==> src/rtl/hamming_pkg.sv <==
// Shared definitions for the Hamming min/max engine.
// Holds the operand geometry, the result write-back addresses, the
// distance width, the starting value of the running minimum, and the
// controller state type.
package hamming_pkg;

    localparam int NUM_WORDS = 32;
    localparam int NUM_BYTES = 64;

    localparam logic [7:0] MIN_ADDR = 8'd64;
    localparam logic [7:0] MAX_ADDR = 8'd65;

    localparam int DIST_W = 5;

    localparam logic [DIST_W-1:0] DIST_INIT_MIN = 5'd16;
    localparam logic [DIST_W-1:0] DIST_INIT_MAX = 5'd0;

    typedef enum logic [2:0] {
        IDLE   = 3'd0,
        LOAD   = 3'd1,
        CMP    = 3'd2,
        WR_MIN = 3'd3,
        WR_MAX = 3'd4,
        DONE   = 3'd5
    } state_t;

endpackage

==> src/rtl/hamming_minmax_engine_popcount16.sv <==
// popcount16: purely combinational population count.
// Ports:
//   din - 16-bit input word
//   cnt - number of set bits in din (0..16)
module popcount16 (
    input  logic [15:0] din,
    output logic [4:0]  cnt
);

    // Accumulate set bits one at a time.
    always_comb begin
        cnt = 5'd0;
        for (int i = 0; i < 16; i++) begin
            cnt = cnt + {4'd0, din[i]};
        end
    end

endmodule

==> src/rtl/hamming_minmax_engine.sv <==
// hamming_minmax_engine
// After a 1->0 transition on req, the engine does three things in order:
//   - it loads 32 sixteen-bit words from data memory (bytes 0..63, high byte first);
//   - it computes the Hamming distance of every pair (j,k) with j<k;
//   - it writes the smallest distance to address 64 and the largest distance to address 65.
// It then raises done and holds it high until req returns high.
// Ports:
//   clk       - clock, rising edge
//   reset     - asynchronous active-high reset
//   req       - host request; a falling edge starts a run
//   done      - completion acknowledge
//   mem_raddr - memory read address
//   mem_rdata - memory read data (one cycle after mem_raddr)
//   mem_wen   - memory write enable (single-cycle pulse)
//   mem_waddr - memory write address
//   mem_wdata - memory write data (zero-extended distance)
//   min_dist  - minimum distance of the last completed run
//   max_dist  - maximum distance of the last completed run
module hamming_minmax_engine
    import hamming_pkg::*;
(
    input  logic              clk,
    input  logic              reset,
    input  logic              req,
    output logic              done,
    output logic [7:0]        mem_raddr,
    input  logic [7:0]        mem_rdata,
    output logic              mem_wen,
    output logic [7:0]        mem_waddr,
    output logic [7:0]        mem_wdata,
    output logic [DIST_W-1:0] min_dist,
    output logic [DIST_W-1:0] max_dist
);

    state_t              state_r;
    logic                req_prev_r;
    logic [6:0]          load_cnt_r;
    logic [4:0]          j_r;
    logic [4:0]          k_r;
    logic [DIST_W-1:0]   run_min_r;
    logic [DIST_W-1:0]   run_max_r;
    logic [15:0]         wbuf_r [NUM_WORDS];

    logic                start_s;
    logic [5:0]          byte_idx_s;
    logic [DIST_W-1:0]   dist_s;
    logic [DIST_W-1:0]   min_next_s;
    logic [DIST_W-1:0]   max_next_s;
    logic [15:0]         diff_s;

    // Start only on a registered high followed by a low, and only while idle.
    assign start_s = (state_r == IDLE) && !req && req_prev_r;

    // The byte arriving on mem_rdata belongs to the address issued one cycle earlier.
    assign byte_idx_s = 6'(load_cnt_r - 7'd1);

    assign diff_s = wbuf_r[j_r] ^ wbuf_r[k_r];

    popcount16 u_popcount (
        .din (diff_s),
        .cnt (dist_s)
    );

    // Next running min/max; strict comparisons so ties keep the first pair.
    always_comb begin
        min_next_s = run_min_r;
        max_next_s = run_max_r;
        if (dist_s < run_min_r) begin
            min_next_s = dist_s;
        end else begin
            min_next_s = run_min_r;
        end
        if (dist_s > run_max_r) begin
            max_next_s = dist_s;
        end else begin
            max_next_s = run_max_r;
        end
    end

    // Operand buffer: capture each returning byte into its word half.
    always_ff @(posedge clk or posedge reset) begin
        if (reset) begin
            for (int i = 0; i < NUM_WORDS; i++) begin
                wbuf_r[i] <= 16'd0;
            end
        end else if ((state_r == LOAD) && (load_cnt_r != 7'd0)) begin
            if (byte_idx_s[0] == 1'b0) begin
                wbuf_r[byte_idx_s[5:1]][15:8] <= mem_rdata;
            end else begin
                wbuf_r[byte_idx_s[5:1]][7:0] <= mem_rdata;
            end
        end
    end

    // Controller FSM with all outputs registered.
    always_ff @(posedge clk or posedge reset) begin
        if (reset) begin
            state_r    <= IDLE;
            req_prev_r <= 1'b1;
            done       <= 1'b0;
            mem_raddr  <= 8'd0;
            mem_wen    <= 1'b0;
            mem_waddr  <= 8'd0;
            mem_wdata  <= 8'd0;
            min_dist   <= DIST_INIT_MIN;
            max_dist   <= DIST_INIT_MAX;
            load_cnt_r <= 7'd0;
            j_r        <= 5'd0;
            k_r        <= 5'd0;
            run_min_r  <= DIST_INIT_MIN;
            run_max_r  <= DIST_INIT_MAX;
        end else begin
            // Sampled in every state, so a fresh falling edge is only seen from IDLE.
            req_prev_r <= req;
            mem_wen    <= 1'b0;
            case (state_r)
                IDLE: begin
                    if (start_s) begin
                        state_r    <= LOAD;
                        load_cnt_r <= 7'd0;
                        mem_raddr  <= 8'd0;
                        j_r        <= 5'd0;
                        k_r        <= 5'd1;
                        run_min_r  <= DIST_INIT_MIN;
                        run_max_r  <= DIST_INIT_MAX;
                    end
                end
                LOAD: begin
                    // Addresses 0..63 go out in cycles 0..63; cycle 64 only drains the last byte.
                    if (load_cnt_r < 7'd63) begin
                        mem_raddr <= mem_raddr + 8'd1;
                    end
                    if (load_cnt_r == 7'd64) begin
                        state_r    <= CMP;
                        load_cnt_r <= 7'd0;
                    end else begin
                        load_cnt_r <= load_cnt_r + 7'd1;
                    end
                end
                CMP: begin
                    run_min_r <= min_next_s;
                    run_max_r <= max_next_s;
                    if ((j_r == 5'd30) && (k_r == 5'd31)) begin
                        // Include the final pair's result in the minimum write.
                        state_r   <= WR_MIN;
                        mem_wen   <= 1'b1;
                        mem_waddr <= MIN_ADDR;
                        mem_wdata <= {3'd0, min_next_s};
                    end else if (k_r == 5'd31) begin
                        j_r <= j_r + 5'd1;
                        k_r <= j_r + 5'd2;
                    end else begin
                        k_r <= k_r + 5'd1;
                    end
                end
                WR_MIN: begin
                    state_r   <= WR_MAX;
                    mem_wen   <= 1'b1;
                    mem_waddr <= MAX_ADDR;
                    mem_wdata <= {3'd0, run_max_r};
                end
                WR_MAX: begin
                    state_r  <= DONE;
                    done     <= 1'b1;
                    min_dist <= run_min_r;
                    max_dist <= run_max_r;
                end
                DONE: begin
                    if (req) begin
                        state_r <= IDLE;
                        done    <= 1'b0;
                    end
                end
                default: begin
                    state_r <= IDLE;
                    done    <= 1'b0;
                end
            endcase
        end
    end

endmodule

==> config.mk <==
export PLATFORM = sky130hd
export DESIGN_NAME = hamming_minmax_engine
export DESIGN_NICKNAME = d
export VERILOG_FILES = /design/src/rtl/hamming_pkg.sv /design/src/rtl/hamming_minmax_engine_popcount16.sv /design/src/rtl/hamming_minmax_engine.sv
export SDC_FILE = /design/constraint.sdc
export NUM_CORES = 1
export LEC_CHECK = 0
export CORE_MARGIN = 2
export CORE_UTILIZATION = 55
export DETAILED_ROUTE_END_ITERATION = 8
export GPL_TIMING_DRIVEN = 0
export PLACE_DENSITY = 0.79
export SYNTH_ARGS = -nofsm -noshare
export SYNTH_HDL_FRONTEND = slang
export SYNTH_HIERARCHICAL = 1
export SYNTH_SLANG_ARGS = --single-unit
==> constraint.sdc <==
create_clock -name clk -period 50.2 [get_ports clk]
set_input_delay 10.04 -clock clk [delete_from_list [all_inputs] [get_ports clk]]
set_output_delay 10.04 -clock clk [all_outputs]
set_load 0.005 [all_outputs]
==> impl_metrics.py, run 1 <==
metrics = {
    "outcome": {
        "outcome": "finished with violations",
        "violations": "max-capacitance violations, max-slew violations",
    },
    "route": {
        "drt_first_iter_violations": 2454,
        "via_per_inst": 7.20,
        "postRouteWirelength_um": 122000,
        "detail-route-antenna-nets": 0,
        "vias": 23032,
        "wl_per_cell_um": 38.0,
        "first_pass_iters": 6,
        "drc": 0,
    },
    "critical_path": {
        "required_ns": 50.66,
        "path_max_fanout": 10,
        "setup.worst_path.start_class": "input port",
        "crit_arrival_ns": 12.73,
        "path_class": "input port to register",
        "setup.worst_path.end_class": "register",
    },
    "finish": {
        "synthToLayoutAreaGrowth_pct": 11.7,
        "final_common_cell": "dfrtp_1",
        "fill_cells": 4343,
        "stdcell_count": 3197,
        "ff_latch_area_mm2": 0.0143,
        "layout_common_cells": "567 x dfrtp_1, 538 x mux2_2, 200 x mux4_2",
        "final_nets": 2428,
        "layout-drive-gt1-share": 0.410,
        "multiInputGateArea_mm2": 0.0160,
    },
    "sta": {
        "finalSetupViolations": 0,
        "drv_slew": 11,
        "finalCritPeriodShare": 0.244,
        "max_slew_margin": -0.0690,
        "timing.fmax_mhz": 81.5,
        "finalClockSkew_ns": 0.0347,
        "rsz0062_at_grt": "false",
        "finalCriticalPeriod_ns": 12.27,
        "tightestPinTransition_ns": 1.60,
        "finalSetupTns_ns": 0,
        "hold_viol_final": 0,
    },
    "global_routing": {
        "grt-busiest-layer": "met2",
        "globalRouteMet3Util": 0.174,
        "grt_pass1_wl_um": 171000,
        "first_global_vias": 23038,
        "grt_use_met1": 0.519,
        "grtUsageTotal": 0.415,
        "antenna_found_initial": 7,
        "met2_usage": 0.591,
        "grt_max_degree": 140,
        "overflow": 0,
    },
    "floorplanning": {
        "num_rows": 87,
        "die_x_um": 243,
        "core_area_mm2": 0.0564,
        "dieArea_mm2": 0.0589,
        "die_height_um": 243,
        "pin_count": 47,
        "start_util": 0.556,
    },
    "synthesis": {
        "async_reset_ff_frac": 1.00,
        "synth_top_area_frac": 0.453,
        "yosysTopAreaCell": "dfrtp_1",
        "synth_edf_count": 0,
        "syn_area_mm2": 0.0313,
        "synthFlopType": "dfrtp_1",
        "yosys_warnings": 6,
        "syn_avg_cell_area_um2": 13.8,
        "ys_top_cells_by_area": "dfrtp_1 45%, mux2_2 19%, mux4_2 14%, mux2i_1 3.8%, a22oi_1 2.3%",
        "ys_types": 72,
        "synth-seq-area-share": 0.455,
        "ys_ff_latch": 570,
        "netlist_instances": 2275,
    },
    "placed_design": {
        "place_inst": 3072,
        "gp_congestion": 1.09,
        "io_buffers": 29,
        "dp_hpwl_um": 87800,
    },
    "clocking": {
        "post_cts_buffers": 0,
        "clock_latency_ns": 0.64,
        "cts_resized": 0,
        "cts_tree": "done",
        "cts_made_buffers": 67,
        "cts-hold-fix-buffers": 0,
        "cts_num_sinks": 570,
        "htreeDepth": 3,
        "clk_pin_slew_worst_paths_ns": 0.06,
        "clock_path_buffers": 3,
        "cts-root-buf": "clkbuf_16",
    },
    "min_path": {
        "hold_class": "register to register",
    },
    "job": {
        "cap_violations": 1,
    },
}
## worst paths after layout
check,start,endpoint,slack [ns],cells past startpoint
min reg2reg,max_dist[1],max_dist[1],0.51,1
min in group asynchronous,reset,max_dist[1],9.93,2
min,max_dist[1],max_dist[1],0.51,1
max,req,load_cnt_r[4],37.93,7
max in group asynchronous,reset,wbuf_r[466],38.51,4
max reg2reg,k_r[1],run_min_r[2],41.19,23
## flip-flops by register name (all words and copies together), names as in the netlist, 2 cells and up
register    flops
mem_raddr       8
j_r             5
mem_wdata       5
min_dist        5
run_max_r       5
wbuf_r        512
k_r             5
mem_waddr       2
state_r         3
max_dist        5
run_min_r       5
load_cnt_r      7
## synth_stat cells (9+ instances only)
cell type  count
a21oi_1       50
a22oi_1       94
and2_1        10
buf_1         19
buf_2         71
buf_4         20
clkbuf_1      85
dfrtp_1      567
fa_1          10
ha_1          22
inv_1         52
mux2_2       538
mux2i_1      120
mux4_2       200
nand2_1       62
nand2_2       13
nand2b_1       9
nand3_1       22
nand4_1       14
nor2_1        42
nor2_2        16
nor2b_1       23
o211ai_1      16
o21ai_0       20
o221ai_1      33
xor2_1        24
## layout make-up
cell class                      instances  area share
Timing Repair Buffer                   33      0.0114
Buffer                                197      0.0261
Sequential cell                       570       0.408
Clock inverter                         25     0.00997
Inverter                               52     0.00579
Tap cell                              756      0.0270
Multi-Input combinational cell       1464       0.457
Clock buffer                           93      0.0550
Antenna cell                            7    0.000500
## logic make-up after synthesis
family | Yosys count | synth area share
flip-flops | 570 | 0.455
buffers and inverters | 249 | 0.0353
other | 1 | 0.000120
XOR/XNOR | 31 | 0.00867
AND/OR/NAND/NOR | 255 | 0.0446
adder cells (fa/ha/maj) | 32 | 0.0152
AO/OA/AOI/OAI | 275 | 0.0638
multiplexers | 862 | 0.377
## metal layers
metal,vias up,part of all wire
met5,-,0.00021
met3,456,0.13
li1,8878,-
met1,12062,0.36
met4,4,0.081
met2,1632,0.43
## metrics by stage
stage / cell area [um^2] / hold slack, ns / setup WS [ns] / utilization
after global routing: 35000 / 0.524 / 37.75 / 0.621
after CTS: 35000 / 0.508 / 38.00 / 0.621
final: 35000 / 0.506 / 37.93 / 0.621
after detailed placement: 32700 / 0.495 / 37.36 / 0.580
after global placement: 32600 / 0.481 / 18.32 / 0.578
after floorplan: 31400 / 0.464 / 24.22 / -
## critical path, stage by stage
cell             delay [ns]
clkdlybuf4s50_1        0.48
nor3b_1                0.26
nor3b_1                1.00
buf_2                  0.44
nor2_1                 0.17
o21ai_0                0.22
o31ai_1                0.11
Power of run 1 is not shown: default switching activity piles up to over one toggle a cycle in this logic, so the estimate is an artifact.
==> inputs of run 2 (changes only) <==
Settings changed: PLACE_DENSITY 0.79 to 0.82.
Clock period 50.2 ns to 10.4 ns, I/O delays scaled along.
==> run 2 against run 1 <==
Via count is 1.3% higher. Core utilization hardly changed. Register-to-register slack got worse by 40 ns. Sequential cell count unchanged. The run now ends clean. Critical path type is now register to register. Non-clock buffer count grew 11. Sequential share of layout area is essentially flat. Final area barely moved. Die area did not move. Clock skew fell by 0.013 ns. Clock-buffer cell count up 5. Final cell count rose by 0.22%. Wire length is 1.8% higher.
==> impl_metrics.py, run 2 (synthesis gave the netlist of run 1 again) <==
metrics = {
    "min_path": {
        "hold_class": "register to register",
    },
    "clocking": {
        "htreeDepth": 3,
        "cts-hold-fix-buffers": 0,
        "clk_pin_slew_worst_paths_ns": 0.06,
        "cts-root-buf": "clkbuf_16",
        "clock_path_buffers": 3,
        "cts_made_buffers": 66,
        "post_cts_buffers": 0,
        "cts_num_sinks": 570,
        "clock_latency_ns": 0.63,
        "cts_resized": 0,
        "cts_tree": "done",
    },
    "placed_design": {
        "gp_congestion": 1.07,
        "dp_hpwl_um": 90500,
        "dp_slack_ns": 1.92,
        "io_buffers": 29,
        "place_area_mm2": 0.0329,
        "place_inst": 3083,
    },
    "sta": {
        "max_slew_margin": 0.0576,
        "finalCritPeriodShare": 0.852,
        "hold_viol_final": 0,
        "finalCriticalPeriod_ns": 8.86,
        "tightestPinTransition_ns": 1.41,
        "drv_slew": 0,
        "worst_slack_ns": 1.54,
        "rsz0062_at_grt": "false",
        "finalSetupViolations": 0,
        "finalClockSkew_ns": 0.0215,
        "timing.fmax_mhz": 113,
    },
    "floorplanning": {
        "die_height_um": 243,
        "core_area_mm2": 0.0564,
        "die_x_um": 243,
        "start_util": 0.556,
        "pin_count": 47,
        "num_rows": 87,
        "dieArea_mm2": 0.0589,
    },
    "route": {
        "wl_per_cell_um": 38.6,
        "first_pass_iters": 6,
        "vias": 23342,
        "postRouteWirelength_um": 124000,
        "detail-route-antenna-nets": 0,
        "drc": 0,
        "drt_first_iter_violations": 3136,
        "via_per_inst": 7.29,
    },
    "global_routing": {
        "overflow": 0,
        "grt_use_met1": 0.542,
        "met2_usage": 0.612,
        "antenna_found_initial": 6,
        "grt-busiest-layer": "met2",
        "grt_max_degree": 44,
        "grt_pass1_wl_um": 174000,
        "first_global_vias": 23411,
        "globalRouteMet3Util": 0.150,
        "grtUsageTotal": 0.423,
    },
    "critical_path": {
        "setup.worst_path.end_class": "register",
        "path_max_fanout": 10,
        "critical_path.cell_chain": "buf_2 -> buf_4 -> buf_2 -> buf_2 -> clkbuf_1 -> o221ai_1 -> nand4_1 -> xor2_1 -> inv_1 -> fa_1 -> fa_1 -> fa_1 -> fa_1 -> inv_1 -> ha_1 -> inv_1 -> fa_1 -> xnor2_1 -> ha_1 -> nand2_1 -> o21ai_0 -> a211oi_2 -> mux2_2",
        "cp_top_family": "adder cells",
        "crit_arrival_ns": 9.35,
        "slowest_stage": "clkbuf_1",
        "path_class": "register to register",
        "cpMostUsedCell": "fa_1",
        "critical_path_buf_inv_count": 8,
        "setup.worst_path.start_class": "register",
        "required_ns": 10.89,
        "max_stage_delay_ns": 0.95,
    },
    "finish": {
        "final_common_cell": "dfrtp_1",
        "layout_common_cells": "567 x dfrtp_1, 538 x mux2_2, 200 x mux4_2",
        "layout-drive-gt1-share": 0.410,
        "largestRegisters": "wbuf_r x512, mem_raddr x8, load_cnt_r x7",
        "synthToLayoutAreaGrowth_pct": 11.7,
        "final_nets": 2438,
        "stdcell_count": 3204,
        "largest_reg_flops": 512,
        "fin_util": 0.621,
        "final_cell_area_mm2": 0.0350,
        "regMostFlops": "wbuf_r",
        "fill_cells": 4364,
    },
    "job": {
        "cap_violations": 0,
    },
    "outcome": {
        "outcome": "finished clean",
    },
}
## run 2: changes by cell type in the layout (fill, tap and decap cells not counted), sizes merged
| cell | previous run | this run |
|---|---|---|
| buf | 115 | 126 |
| bufinv | 7 | 1 |
| clkbuf | 179 | 184 |
| clkinv | 10 | 11 |
| clkinvlp | 3 | 2 |
| diode | 7 | 6 |
| inv | 57 | 55 |
## run 2: final timing paths
kind / to / startpoint / slack [ns] / cells past startpoint
setup / recovery: run_min_r[3] / k_r[1] / 1.54 / 23
hold / removal: max_dist[2] / max_dist[2] / 0.51 / 1
setup reg to reg: run_min_r[3] / k_r[1] / 1.54 / 23
hold reg to reg: max_dist[2] / max_dist[2] / 0.51 / 1
max in group asynchronous: wbuf_r[403] / reset / 6.94 / 7
min in group asynchronous: load_cnt_r[5] / reset / 1.80 / 2
## run 2: routing by layer
| metal | share of wire | routed length, um |
|---|---|---|
| met5 | 0.00044 | 54 |
| met4 | 0.078 | 9660 |
| met3 | 0.13 | 15500 |
| met2 | 0.43 | 53100 |
| met1 | 0.37 | 45400 |
## run 2: final cells by class
type,count,area (um^2),area share
Inverter,52,199,0.00568
Clock inverter,17,150,0.00429
Tap cell,756,946,0.0270
Multi-Input combinational cell,1464,16000,0.457
Antenna cell,6,15.0,0.000429
Buffer,197,912,0.0261
Timing Repair Buffer,44,591,0.0169
Clock buffer,98,1940,0.0555
Sequential cell,570,14300,0.408
## run 2: stage by stage
step	hold WS, ns	TNS, ns
2_1_floorplan	0.464	0
3_3_place_gp	0.479	-1495.05
3_5_place_dp	0.488	0
4_1_cts	0.505	0
5_1_grt	0.516	0
6_report	0.505	0
Power of run 2 is left out for the same reason.
